### src/rtl/neighbor_scan_ctrl.sv
// rtl/neighbor_scan_ctrl.sv - fetches the neighbor table from byte memory and streams it to the best-neighbor datapath
module neighbor_scan_ctrl #(
    parameter logic [10:0] BASE_ADDR     = 11'h000,
    parameter int          MAX_NEIGHBORS = 32
) (
    input  logic        clock,
    input  logic        nrst,
    input  logic        en,
    input  logic        start,
    output logic        mem_rd,
    output logic [10:0] mem_addr,
    input  logic [7:0]  mem_data,
    output logic        dp_start,
    output logic [15:0] dp_word,
    output logic        dp_valid,
    output logic [1:0]  dp_sel,
    input  logic        dp_done,
    output logic        busy,
    output logic        done,
    output logic [15:0] scanned,
    output logic        clamp_err
);

    typedef enum logic [3:0] {
        IDLE, CNT_HI, CNT_LO, CNT_CAP, PRIME, RD_HI, RD_LO, CAP, WAIT_DP, FIN
    } state_t;

    localparam logic [15:0] MAX_N = 16'(MAX_NEIGHBORS);

    state_t      state, state_n;
    logic [7:0]  hi_byte;
    logic [10:0] word_addr, word_addr_n;
    logic [15:0] entry_idx, entry_n;
    logic [15:0] num_entries, num_n;
    logic [1:0]  word_idx, word_idx_n;
    logic        done_seen;

    logic        rd_r, start_r, valid_r, done_r, busy_r, clamp_r;
    logic [10:0] addr_r;
    logic [15:0] word_r, scanned_r;
    logic [1:0]  sel_r;

    logic        rd_n, start_n, valid_n, done_n, busy_n, clamp_n;
    logic [10:0] addr_n;
    logic [15:0] word_n, scanned_n;
    logic [1:0]  sel_n;

    logic [15:0] count_word, count_eff;
    logic        clamp_hit, last_word;

    assign count_word = {hi_byte, mem_data};
    assign clamp_hit  = count_word > MAX_N;
    assign count_eff  = clamp_hit ? MAX_N : count_word;
    assign last_word  = (word_idx == 2'd2) && (entry_idx + 16'd1 == num_entries);

    always_comb begin
        state_n     = state;
        word_addr_n = word_addr;
        entry_n     = entry_idx;
        word_idx_n  = word_idx;
        num_n       = num_entries;
        valid_n     = 1'b0;
        word_n      = word_r;
        sel_n       = sel_r;
        scanned_n   = scanned_r;
        clamp_n     = clamp_r;
        case (state)
            IDLE: begin
                if (start) begin
                    state_n     = CNT_HI;
                    scanned_n   = '0;
                    clamp_n     = 1'b0;
                    word_addr_n = BASE_ADDR + 11'd2;
                    entry_n     = '0;
                    word_idx_n  = '0;
                end
            end
            CNT_HI:  state_n = CNT_LO;
            CNT_LO:  state_n = CNT_CAP;
            CNT_CAP: begin
                num_n   = count_eff;
                clamp_n = clamp_hit;
                state_n = (count_eff == 16'd0) ? FIN : PRIME;
            end
            PRIME:   state_n = RD_HI;
            RD_HI:   state_n = RD_LO;
            RD_LO:   state_n = CAP;
            CAP: begin
                valid_n     = 1'b1;
                word_n      = {hi_byte, mem_data};
                sel_n       = word_idx;
                word_addr_n = word_addr + 11'd2;
                if (word_idx == 2'd2) begin
                    word_idx_n = '0;
                    entry_n    = entry_idx + 16'd1;
                    scanned_n  = scanned_r + 16'd1;
                end else begin
                    word_idx_n = word_idx + 2'd1;
                end
                state_n = last_word ? WAIT_DP : RD_HI;
            end
            WAIT_DP: if (dp_done || done_seen) state_n = FIN;
            FIN:     state_n = IDLE;
            default: state_n = IDLE;
        endcase
    end

    // Strobe/address registers hold the values for the state being entered
    always_comb begin
        rd_n    = 1'b0;
        addr_n  = '0;
        start_n = 1'b0;
        done_n  = 1'b0;
        busy_n  = (state_n != IDLE) && (state_n != FIN);
        case (state_n)
            CNT_HI:  begin rd_n = 1'b1; addr_n = BASE_ADDR;           end
            CNT_LO:  begin rd_n = 1'b1; addr_n = BASE_ADDR + 11'd1;   end
            RD_HI:   begin rd_n = 1'b1; addr_n = word_addr_n;         end
            RD_LO:   begin rd_n = 1'b1; addr_n = word_addr_n + 11'd1; end
            PRIME:   start_n = 1'b1;
            FIN:     done_n  = 1'b1;
            default: ;
        endcase
    end

    always_ff @(posedge clock) begin
        if (nrst) begin
            state       <= IDLE;
            hi_byte     <= '0;
            word_addr   <= '0;
            entry_idx   <= '0;
            num_entries <= '0;
            word_idx    <= '0;
            done_seen   <= 1'b0;
            rd_r        <= 1'b0;
            addr_r      <= '0;
            start_r     <= 1'b0;
            valid_r     <= 1'b0;
            done_r      <= 1'b0;
            busy_r      <= 1'b0;
            word_r      <= '0;
            sel_r       <= '0;
            scanned_r   <= '0;
            clamp_r     <= 1'b0;
        end else if (en) begin
            state       <= state_n;
            if (state == CNT_LO || state == RD_LO) hi_byte <= mem_data;
            word_addr   <= word_addr_n;
            entry_idx   <= entry_n;
            num_entries <= num_n;
            word_idx    <= word_idx_n;
            done_seen   <= (state == IDLE || state_n == FIN) ? 1'b0 : (done_seen | dp_done);
            rd_r        <= rd_n;
            addr_r      <= addr_n;
            start_r     <= start_n;
            valid_r     <= valid_n;
            done_r      <= done_n;
            busy_r      <= busy_n;
            word_r      <= word_n;
            sel_r       <= sel_n;
            scanned_r   <= scanned_n;
            clamp_r     <= clamp_n;
        end else begin
            // A stall breaks the read-to-data pipeline, so a half-fetched word is re-read from its HI byte
            done_seen <= done_seen | (dp_done && state != IDLE);
            case (state)
                RD_LO, CAP: begin
                    state  <= RD_HI;
                    rd_r   <= 1'b1;
                    addr_r <= word_addr;
                end
                CNT_LO, CNT_CAP: begin
                    state  <= CNT_HI;
                    rd_r   <= 1'b1;
                    addr_r <= BASE_ADDR;
                end
                default: ;
            endcase
        end
    end

    assign mem_rd    = rd_r & en;
    assign mem_addr  = (rd_r & en) ? addr_r : 11'd0;
    assign dp_start  = start_r & en;
    assign dp_valid  = valid_r & en;
    assign done      = done_r & en;
    assign dp_word   = word_r;
    assign dp_sel    = sel_r;
    assign busy      = busy_r;
    assign scanned   = scanned_r;
    assign clamp_err = clamp_r;

endmodule

### config.mk
export PLATFORM = sky130hd
export DESIGN_NAME = neighbor_scan_ctrl
export DESIGN_NICKNAME = d
export VERILOG_FILES = /design/src/rtl/neighbor_scan_ctrl.sv
export SDC_FILE = /design/constraint.sdc
export NUM_CORES = 1
export LEC_CHECK = 0
export CORE_MARGIN = 1.5
export CORE_UTILIZATION = 61
export DETAILED_ROUTE_END_ITERATION = 8
export GPL_TIMING_DRIVEN = 0
export PLACE_DENSITY = 0.82
export SYNTH_ARGS = -nofsm -noshare
export SYNTH_HDL_FRONTEND = slang
export SYNTH_SLANG_ARGS = --single-unit
### constraint.sdc
create_clock -name clock -period 4.71 [get_ports clock]
set_clock_uncertainty 0.15 [all_clocks]
set_input_delay 1.1775 -clock clock [delete_from_list [all_inputs] [get_ports clock]]
set_output_delay 1.1775 -clock clock [all_outputs]
set_load 0.01 [all_outputs]
==> impl_metrics.yaml, run 1 <==
run_status:
  status: "finished, final reports clean"
pwr:
  switching_share_pct: 28.2
  power_frac_clock_pct: 32.4
  combPwrFrac_pct: 11.1
  p_seq_share_pct: 56.5
  p_total_mw: 1.68
  p_int_mw: 1.21
  p_leak_nw: 2.39
  power.switching_mw: 0.474
  power_density_mw_per_mm2: 248
  ir_drop_mv: 0.234
cells_and_area:
  area_growth_pct: 16.3
  utilization_pct: 73.4
  mostFrequentLayoutCell: "dfxtp_1"
  fillers: 723
  nets: 829
  stdcell_count: 945
  regArea_sq_mm: 0.00218
  drive_gt1_share_pct: 5.15
  multiInputGateArea_sq_mm: 0.00337
  insertedDiodeCount: 0
  final_cell_mix: "dfxtp_1 (109), nor2_1 (99), nand2_1 (73), a21oi_1 (63), clkdlybuf4s50_1 (61)"
synth:
  synth.net_count: 757
  ys.flop_type: "dfxtp_1"
  yosysWarningCount: 0
  synth-seq-area-share_pct: 37.4
  synth.avg_cell_area_sq_um: 7.88
  synth_cell_types: 64
  synth_edf_count: 0
  syn_area_sq_mm: 0.00583
  synthCells: 740
  synth-seq-cells: 109
  async_flop_share_pct: 0
setup_path:
  path_class: "in2out"
  worst-path-max-fanout: 10
  critPathLaunchType: "primary input"
  critPathArrivalTime_ns: 3.23
  r2r_cells: 9
  worstSetupEndpointType: "output pin"
  cp.required_ns: 3.38
  r2r_start: "state[0]"
  startpoint: "en"
floorplanning:
  rows: 35
  dieArea_sq_mm: 0.0102
  start_util_pct: 63.1
  io_pins: 64
  die_h_um: 101
  fp.coreArea_sq_mm: 0.00924
  die_w_um: 101
timing:
  finalCritPeriodShare_pct: 96.7
  fin_setup_tns_ns: 0
  relSlewSlack_pct: 46.2
  hold_slack_ns: 0.318
  timing.fmax_ghz: 0.219
  min_period_ns: 4.56
  drv_slew: 0
  rsz0062_at_grt: "false"
  setup_viol: 0
  worst_slew_pin_slew_ns: 0.802
  hold_viol: 0
global_routing:
  grt_pass1_wl_um: 28100
  overflow: 0
  antenna_found_initial: 0
  grt_start_max_net_pins: 18
  grt_pass1_vias: 5687
  track_usage_pct: 35.6
route:
  drtPass1Iterations: 5
  route.met2.wl_um: 8350
  drc: 0
  via_per_inst: 6.35
  wire_per_inst_um: 18.8
  antenna_left: 0
  routed-wl-met3_um: 1480
  drt_iter0_markers: 475
  finalWirelength_um: 17800
  vias: 6003
  drt-met1-wl_um: 7260
  top_layer: "met4"
hold_path:
  holdPathStages: 2
  hold_path.class: "reg2reg"
  min_from: "dp_word[12]"
clocking:
  cts_buffers: 9
  cts_tree: "yes"
  worstSkewPairLatency_ns: 0.39
  cts.htree.levels: 3
  post_cts_buffers: 0
  clkTransAtPathRegs_ns: 0.10
  cts_sinks: 109
  cts.path.max_buffers: 2
  root_buffer: "clkbuf_8"
placed_design:
  dp.final_hpwl_um: 13000
  placed_cells_incl_taps: 930
  gp_congestion: 0.962
  io_buffers: 61
run:
  cap_viol_max_count: 0
-- cell families (layout without fill, tap and decap cells) --
kind of cell | after synthesis | count (layout) | synth area share, %
mux | 12 | 12 | 2.10
flops | 109 | 109 | 37.4
buf+inv | 64 | 140 | 4.91
fa+ha+maj | 4 | 4 | 0.858
simple gates | 328 | 328 | 28.6
xor+xnor | 37 | 37 | 5.55
compound gates | 186 | 186 | 20.6
-- critical path, stage by stage --
cell and delay [ns]:
clkbuf_1 0.30, clkbuf_2 0.31, buf_2 0.30, clkbuf_2 0.35, and2_1 0.19, clkdlybuf4s50_1 0.58
-- area by class of cell --
| class | instances | share of cell area, % |
|---|---|---|
| repair buffers | 61 | 9.00 |
| inverters | 6 | 0.332 |
| well taps | 129 | 2.38 |
| multi-input cells | 567 | 49.6 |
| flip-flops and latches | 109 | 32.2 |
| clock buffers | 11 | 2.08 |
| plain buffers | 58 | 3.95 |
| clock inverters | 4 | 0.461 |
-- through the flow --
| stage | setup WS (ns) | cell area [sq um] |
|---|---|---|
| 4_1_cts | 0.0813 | 6780 |
| 2_1_floorplan | 0.944 | 5830 |
| 3_5_place_dp | -0.302 | 6610 |
| 3_3_place_gp | -0.309 | 6610 |
| 6_report | 0.154 | 6780 |
| 5_1_grt | 0.0992 | 6780 |
-- sequential cells by signal, summed over array words and instances, names as in the netlist --
signal / flops
dp_word: 16
entry_idx: 16
num_entries: 16
scanned: 16
addr_r: 11
word_addr: 11
hi_byte: 8
state: 4
dp_sel: 2
word_idx: 2
busy: 1
clamp_err: 1
done_r: 1
done_seen: 1
rd_r: 1
start_r: 1
valid_r: 1
-- cells in the mapped netlist, types with 7 or more instances --
cell type / count / share of area, %
a211o_1: 7 / 1.1
a211oi_1: 24 / 3.1
a21oi_1: 63 / 5.4
a221oi_1: 8 / 1.2
a22oi_1: 12 / 1.5
a31oi_1: 7 / 0.75
and2_1: 19 / 2.0
and3_1: 18 / 1.9
and4_1: 8 / 1.2
clkbuf_1: 48 / 3.1
dfxtp_1: 109 / 37
mux2i_1: 10 / 1.7
nand2_1: 73 / 4.7
nand3_1: 22 / 1.9
nand4_1: 11 / 1.2
nor2_1: 99 / 6.4
nor3_1: 14 / 1.2
nor4_1: 11 / 1.2
o21ai_0: 30 / 2.6
or3_1: 9 / 0.96
xnor2_1: 18 / 2.7
xor2_1: 19 / 2.9
-- power groups by stage --
stage          sequential [mW]  combinational (mW)  clock, mW
6_report                 0.951               0.187      0.545
3_5_place_dp             0.972               0.181          0
3_3_place_gp             0.971               0.178          0
4_1_cts                  0.950               0.182      0.543
5_1_grt                  0.953               0.204      0.582
2_1_floorplan            0.968               0.118          0
-- final timing paths --
check                                     to  slack (ns)
worst max-delay path                    done        0.15
worst min-delay path             dp_word[12]        0.32
worst max register to register  entry_idx[4]        1.35
worst min register to register   dp_word[12]        0.32
-- layer usage --
| metal | global-route usage [%] | vias up |
|---|---|---|
| met1 | 43.6 | 2855 |
| met2 | 59.3 | 294 |
| met4 | 18.6 | 0 |
| li1 | - | 2801 |
| met3 | 6.80 | 53 |
| met5 | 0 | - |
-- what timing repair did --
item,in CTS,in global routing
hold buffers,0,0
resized for setup,2,2
setup endpoints to repair,4,5
Power figures use the tool's default switching activity.
==> run 2: changes to the inputs <==
Settings changed: CORE_MARGIN 1.5 to 1.
==> run 2 against run 1 <==
Sequential power about the same. Count of clock-buffer cells in the layout shrank 2. Combinational power about the same. Design area is 0.26% higher. Non-clock buffer count is the same. Power rose by 1.2%.
==> impl_metrics.yaml, run 2 (same netlist as run 1, synthesis figures left out) <==
setup_path:
  rrSetupSlack_ns: 1.49
  crit_family: "buffers and inverters"
  cpMostUsedCell: "clkbuf_2"
  cp_slowest_cell: "clkdlybuf4s50_1"
  timing.rr.end: "entry_idx[7]"
  worstSetupEndpointType: "output pin"
  cp_num_buf_inv: 5
  r2r_start: "state[2]"
  r2r_cells: 9
  critPathLaunchType: "primary input"
  critPathArrivalTime_ns: 3.22
  cp.required_ns: 3.38
  max_stage_delay_ns: 0.57
  worst-path-max-fanout: 10
  path_class: "in2out"
  crit_chain: "clkbuf_1 > clkbuf_2 > buf_2 > clkbuf_2 > and2_1 > clkdlybuf4s50_1"
cells_and_area:
  multiInputGateArea_sq_mm: 0.00337
  area_growth_pct: 16.6
  nets: 829
  stdcell_count: 946
  regArea_sq_mm: 0.00218
  mostFrequentLayoutCell: "dfxtp_1"
  insertedDiodeCount: 0
  drive_gt1_share_pct: 5.39
  final_cell_mix: "dfxtp_1 (109), nor2_1 (99), nand2_1 (73), a21oi_1 (63), clkdlybuf4s50_1 (61)"
  fillers: 734
clocking:
  worstSkewPairLatency_ns: 0.39
  cts.path.max_buffers: 2
  cts.htree.levels: 3
  post_cts_buffers: 0
  cts_sinks: 109
  cts_tree: "yes"
  clkTransAtPathRegs_ns: 0.11
  root_buffer: "clkbuf_8"
  hold_buffers: 0
  cts_buffers: 9
pwr:
  ir_drop_mv: 0.231
  p_leak_nw: 2.40
  power_density_mw_per_mm2: 251
global_routing:
  use_met3_pct: 7.73
  gr-usage-met1_pct: 43.8
  track_usage_pct: 35.3
  grt_start_max_net_pins: 21
  overflow: 0
  antenna_found_initial: 0
  top_usage_layer: "met2"
  use_met2_pct: 57.8
  grt_pass1_wl_um: 27400
  grt_pass1_vias: 5576
floorplanning:
  die_w_um: 99.8
  rows: 35
  io_pins: 64
  start_util_pct: 63.1
  die_h_um: 99.8
  dieArea_sq_mm: 0.00996
  fp.coreArea_sq_mm: 0.00924
timing:
  finalCritPeriodShare_pct: 96.6
  worst_slew_pin_slew_ns: 0.812
  hold_slack_ns: 0.319
  min_period_ns: 4.55
  hold_viol: 0
  fin_setup_tns_ns: 0
  timing.fmax_ghz: 0.220
  drv_slew: 0
  setup_ws_ns: 0.160
  rsz0062_at_grt: "false"
  setup_viol: 0
  relSlewSlack_pct: 45.6
placed_design:
  placed_cells_incl_taps: 930
  gp_congestion: 0.986
  io_buffers: 61
  dp.final_hpwl_um: 12600
  preCtsSetupSlack_ns: -0.348
hold_path:
  holdPathStages: 2
  hold_path.class: "reg2reg"
  hold_end: "dp_word[2]"
  min_from: "dp_word[2]"
route:
  antenna_left: 0
  drc: 0
  via_per_inst: 6.37
  drt_iter0_markers: 502
  finalWirelength_um: 17400
  drtPass1Iterations: 5
  vias: 6024
  wire_per_inst_um: 18.3
run:
  cap_viol_max_count: 0
run_status:
  status: "finished, final reports clean"
==> run 2: cell count changes in the layout (fill, tap and decap cells not counted), sizes merged <==
| cell | previous run | this run |
|---|---|---|
| inv | 8 | 9 |
| clkinv | 2 | 3 |
| clkbuf | 59 | 57 |
| clkinvlp | 0 | 1 |
==> run 2: worst max-delay path by stage <==
stage,slack [ns],cells after the start,start,end
2_1_floorplan,0.94,5,en,done
3_3_place_gp,-0.31,6,en,done
6_report,0.16,6,en,done
3_5_place_dp,-0.35,6,en,done
5_1_grt,0.11,6,en,done
4_1_cts,0.06,6,en,done
==> run 2: layout make-up <==
class | count | area share [%]
Multi-Input combinational cell | 567 | 49.5
Sequential cell | 109 | 32.1
Timing Repair Buffer | 61 | 8.98
Buffer | 58 | 3.94
Tap cell | 129 | 2.37
Clock buffer | 9 | 1.82
Clock inverter | 7 | 0.975
Inverter | 6 | 0.331
==> run 2: layer usage <==
metal  wire length, um  vias up  part of all wire (%)
met5                 0        -                     0
met4               659        0                   3.8
met3              1580       55                   9.1
met2              8150      326                    47
met1              6960     2832                    40
li1                  -     2811                     -
==> run 2: metrics by stage <==
| step | util [%] | instance area [sq um] | power [mW] |
|---|---|---|---|
| global route | 73.6 | 6800 | 1.75 |
| CTS | 73.6 | 6800 | 1.70 |
| global placement | 71.5 | 6610 | 1.15 |
| floorplan | - | 5830 | 1.09 |
| finish | 73.6 | 6800 | 1.70 |
| detailed placement | 71.5 | 6610 | 1.15 |
==> run 2: report_power, final <==
group | switching [mW] | internal (mW)
sequential | 0.0134 | 0.938
combinational | 0.126 | 0.0624
clock | 0.360 | 0.205
total | 0.499 | 1.20
==> run 2: timing repair <==
item / 4_1_cts / 5_1_grt
gates resized for setup: 2 / 2
setup endpoints to repair: 4 / 4
endpoints found under the hold margin: 0 / 0
==> run 2: worst reg2reg max path: stages, from the launching register on <==
cell and delay (ns):
dfxtp_1 0.36, buf_4 0.17, and4b_1 0.18, buf_2 0.18, clkbuf_1 0.46, nand2_1 0.24, a21oi_1 0.49, clkbuf_1 0.49
nand2_1 0.11, a311oi_1 0.31
==> run 3: changes to the inputs <==
Settings changed: CORE_UTILIZATION 61 to 51, PLACE_DENSITY 0.82 to 0.73, SLEW_MARGIN set to 10.
Clock period 4.71 ns to 3.9 ns, I/O delays scaled along.
==> run 3 against run 2 <==
Critical path depth unchanged. Worst hold slack got worse by 0.010 ns. Power increased by 34%. Die area increased by 19%. First-iteration DRC count decreased by 13%. Sequential power increased by 21%. Register-to-register slack got worse by 0.83 ns. Global-route usage decreased by 5.4 points. Design area increased by 1.8%. Combinational power increased by 21%. Flip-flop and latch count unchanged. Critical endpoint is now dp_start. Largest cell class unchanged.
==> impl_metrics.yaml, run 3 (same netlist as run 1, synthesis figures left out) <==
run_status:
  status: "finished, final reports clean"
setup_path:
  worstSetupEndpointType: "output pin"
  cp.required_ns: 2.77
  r2r_start: "state[0]"
  critPathLaunchType: "primary input"
  timing.rr.end: "addr_r[6]"
  path_class: "in2out"
  worst-path-max-fanout: 10
  rrSetupSlack_ns: 0.66
  r2r_cells: 12
  critPathArrivalTime_ns: 2.66
placed_design:
  gp_congestion: 0.993
  dp.final_hpwl_um: 12300
  preCtsSetupSlack_ns: -0.609
  post_dp_cell_area_sq_mm: 0.00662
  io_buffers: 61
cells_and_area:
  insertedDiodeCount: 0
  fin_area_sq_mm: 0.00692
  final_cell_mix: "dfxtp_1 (109), nor2_1 (99), nand2_1 (73), a21oi_1 (63), clkdlybuf4s50_1 (61)"
  mostFrequentLayoutCell: "dfxtp_1"
  area_growth_pct: 18.7
  fillers: 975
  nets: 829
  drive_gt1_share_pct: 5.63
  utilization_pct: 63.0
route:
  drtPass1Iterations: 5
  antenna_left: 0
  vias: 5824
  via_per_inst: 6.09
  drc: 0
  drt_iter0_markers: 438
  wire_per_inst_um: 17.7
  finalWirelength_um: 17000
timing:
  fin_setup_tns_ns: 0
  min_period_ns: 3.79
  hold_viol: 0
  relSlewSlack_pct: 45.2
  setup_viol: 0
  rsz0062_at_grt: "false"
  worst_slew_pin_slew_ns: 0.817
  drv_slew: 0
  finalCritPeriodShare_pct: 97.1
  setup_ws_ns: 0.115
  timing.fmax_ghz: 0.264
clocking:
  cts.htree.levels: 3
  cts.path.max_buffers: 2
  hold_buffers: 0
  cts_tree: "yes"
  clkTransAtPathRegs_ns: 0.08
  cts_buffers: 9
  worstSkewPairLatency_ns: 0.37
  root_buffer: "clkbuf_16"
  cts_sinks: 109
global_routing:
  grt_start_max_net_pins: 20
  track_usage_pct: 29.8
  grt_pass1_vias: 5247
  overflow: 0
  grt_pass1_wl_um: 27000
  antenna_found_initial: 0
pwr:
  power_density_mw_per_mm2: 330
  p_total_mw: 2.29
  ir_drop_mv: 0.329
  p_leak_nw: 2.45
floorplanning:
  io_pins: 64
  dieArea_sq_mm: 0.0119
  rows: 38
  die_w_um: 109
  fp.coreArea_sq_mm: 0.0110
  start_util_pct: 53.1
  die_h_um: 109
hold_path:
  hold_end: "dp_word[2]"
  hold_path.class: "reg2reg"
  holdPathStages: 2
  min_from: "dp_word[2]"
run:
  cap_viol_max_count: 0
## run 3: cell count changes in the layout (fill, tap and decap cells not counted), sizes merged
| cell | delta |
|---|---|
| clkbuf | +1 |
| clkinv | -1 |
## run 3: worst max-delay path, cell delays in order
cell	delay [ns]
clkbuf_2	0.17
clkbuf_4	0.25
buf_2	0.26
clkbuf_4	0.28
and2_1	0.16
clkdlybuf4s50_1	0.56
## run 3: cell type report
type	count	area, sq um	share of cell area, %
inverter	6	22.5	0.325
clock inverter	6	52.6	0.759
timing repair buffer	61	611	8.82
buffer	58	275	3.98
multi-input combinational	567	3370	48.6
tap	140	175	2.53
sequential	109	2180	31.5
clock buffer	10	239	3.45
## run 3: what timing repair did
item	4_1_cts	5_1_grt
gates resized for setup	7	0
setup endpoints to repair	8	0
setup buffers	0	0
## run 3: per-stage QoR
step / std cells / hold WS (ns)
CTS: 957 / 0.313
detailed placement: 941 / 0.298
global placement: 941 / 0.293
floorplan: 740 / 0.282
global route: 957 / 0.333
finish: 957 / 0.308
## run 3: worst max path at each step
stage | startpoint | endpoint | depth (start not counted)
4_1_cts | en | dp_start | 6
6_report | en | dp_start | 6
2_1_floorplan | en | done | 5
3_5_place_dp | en | dp_start | 6
3_3_place_gp | en | dp_start | 6
5_1_grt | en | dp_start | 6
## run 3: power by group
part	internal (mW)	total [mW]	switching, mW
logic	0.0761	0.227	0.151
clock network	0.462	0.912	0.450
registers	1.13	1.15	0.0157
total	1.67	2.29	0.616
## run 3: routing by layer
layer	track usage (%)	share of wire [%]	vias up
met5	0	0	-
met3	6.58	6.7	26
met2	48.7	47	201
li1	-	-	2813
met4	10.9	2.0	0
met1	38.4	44	2784
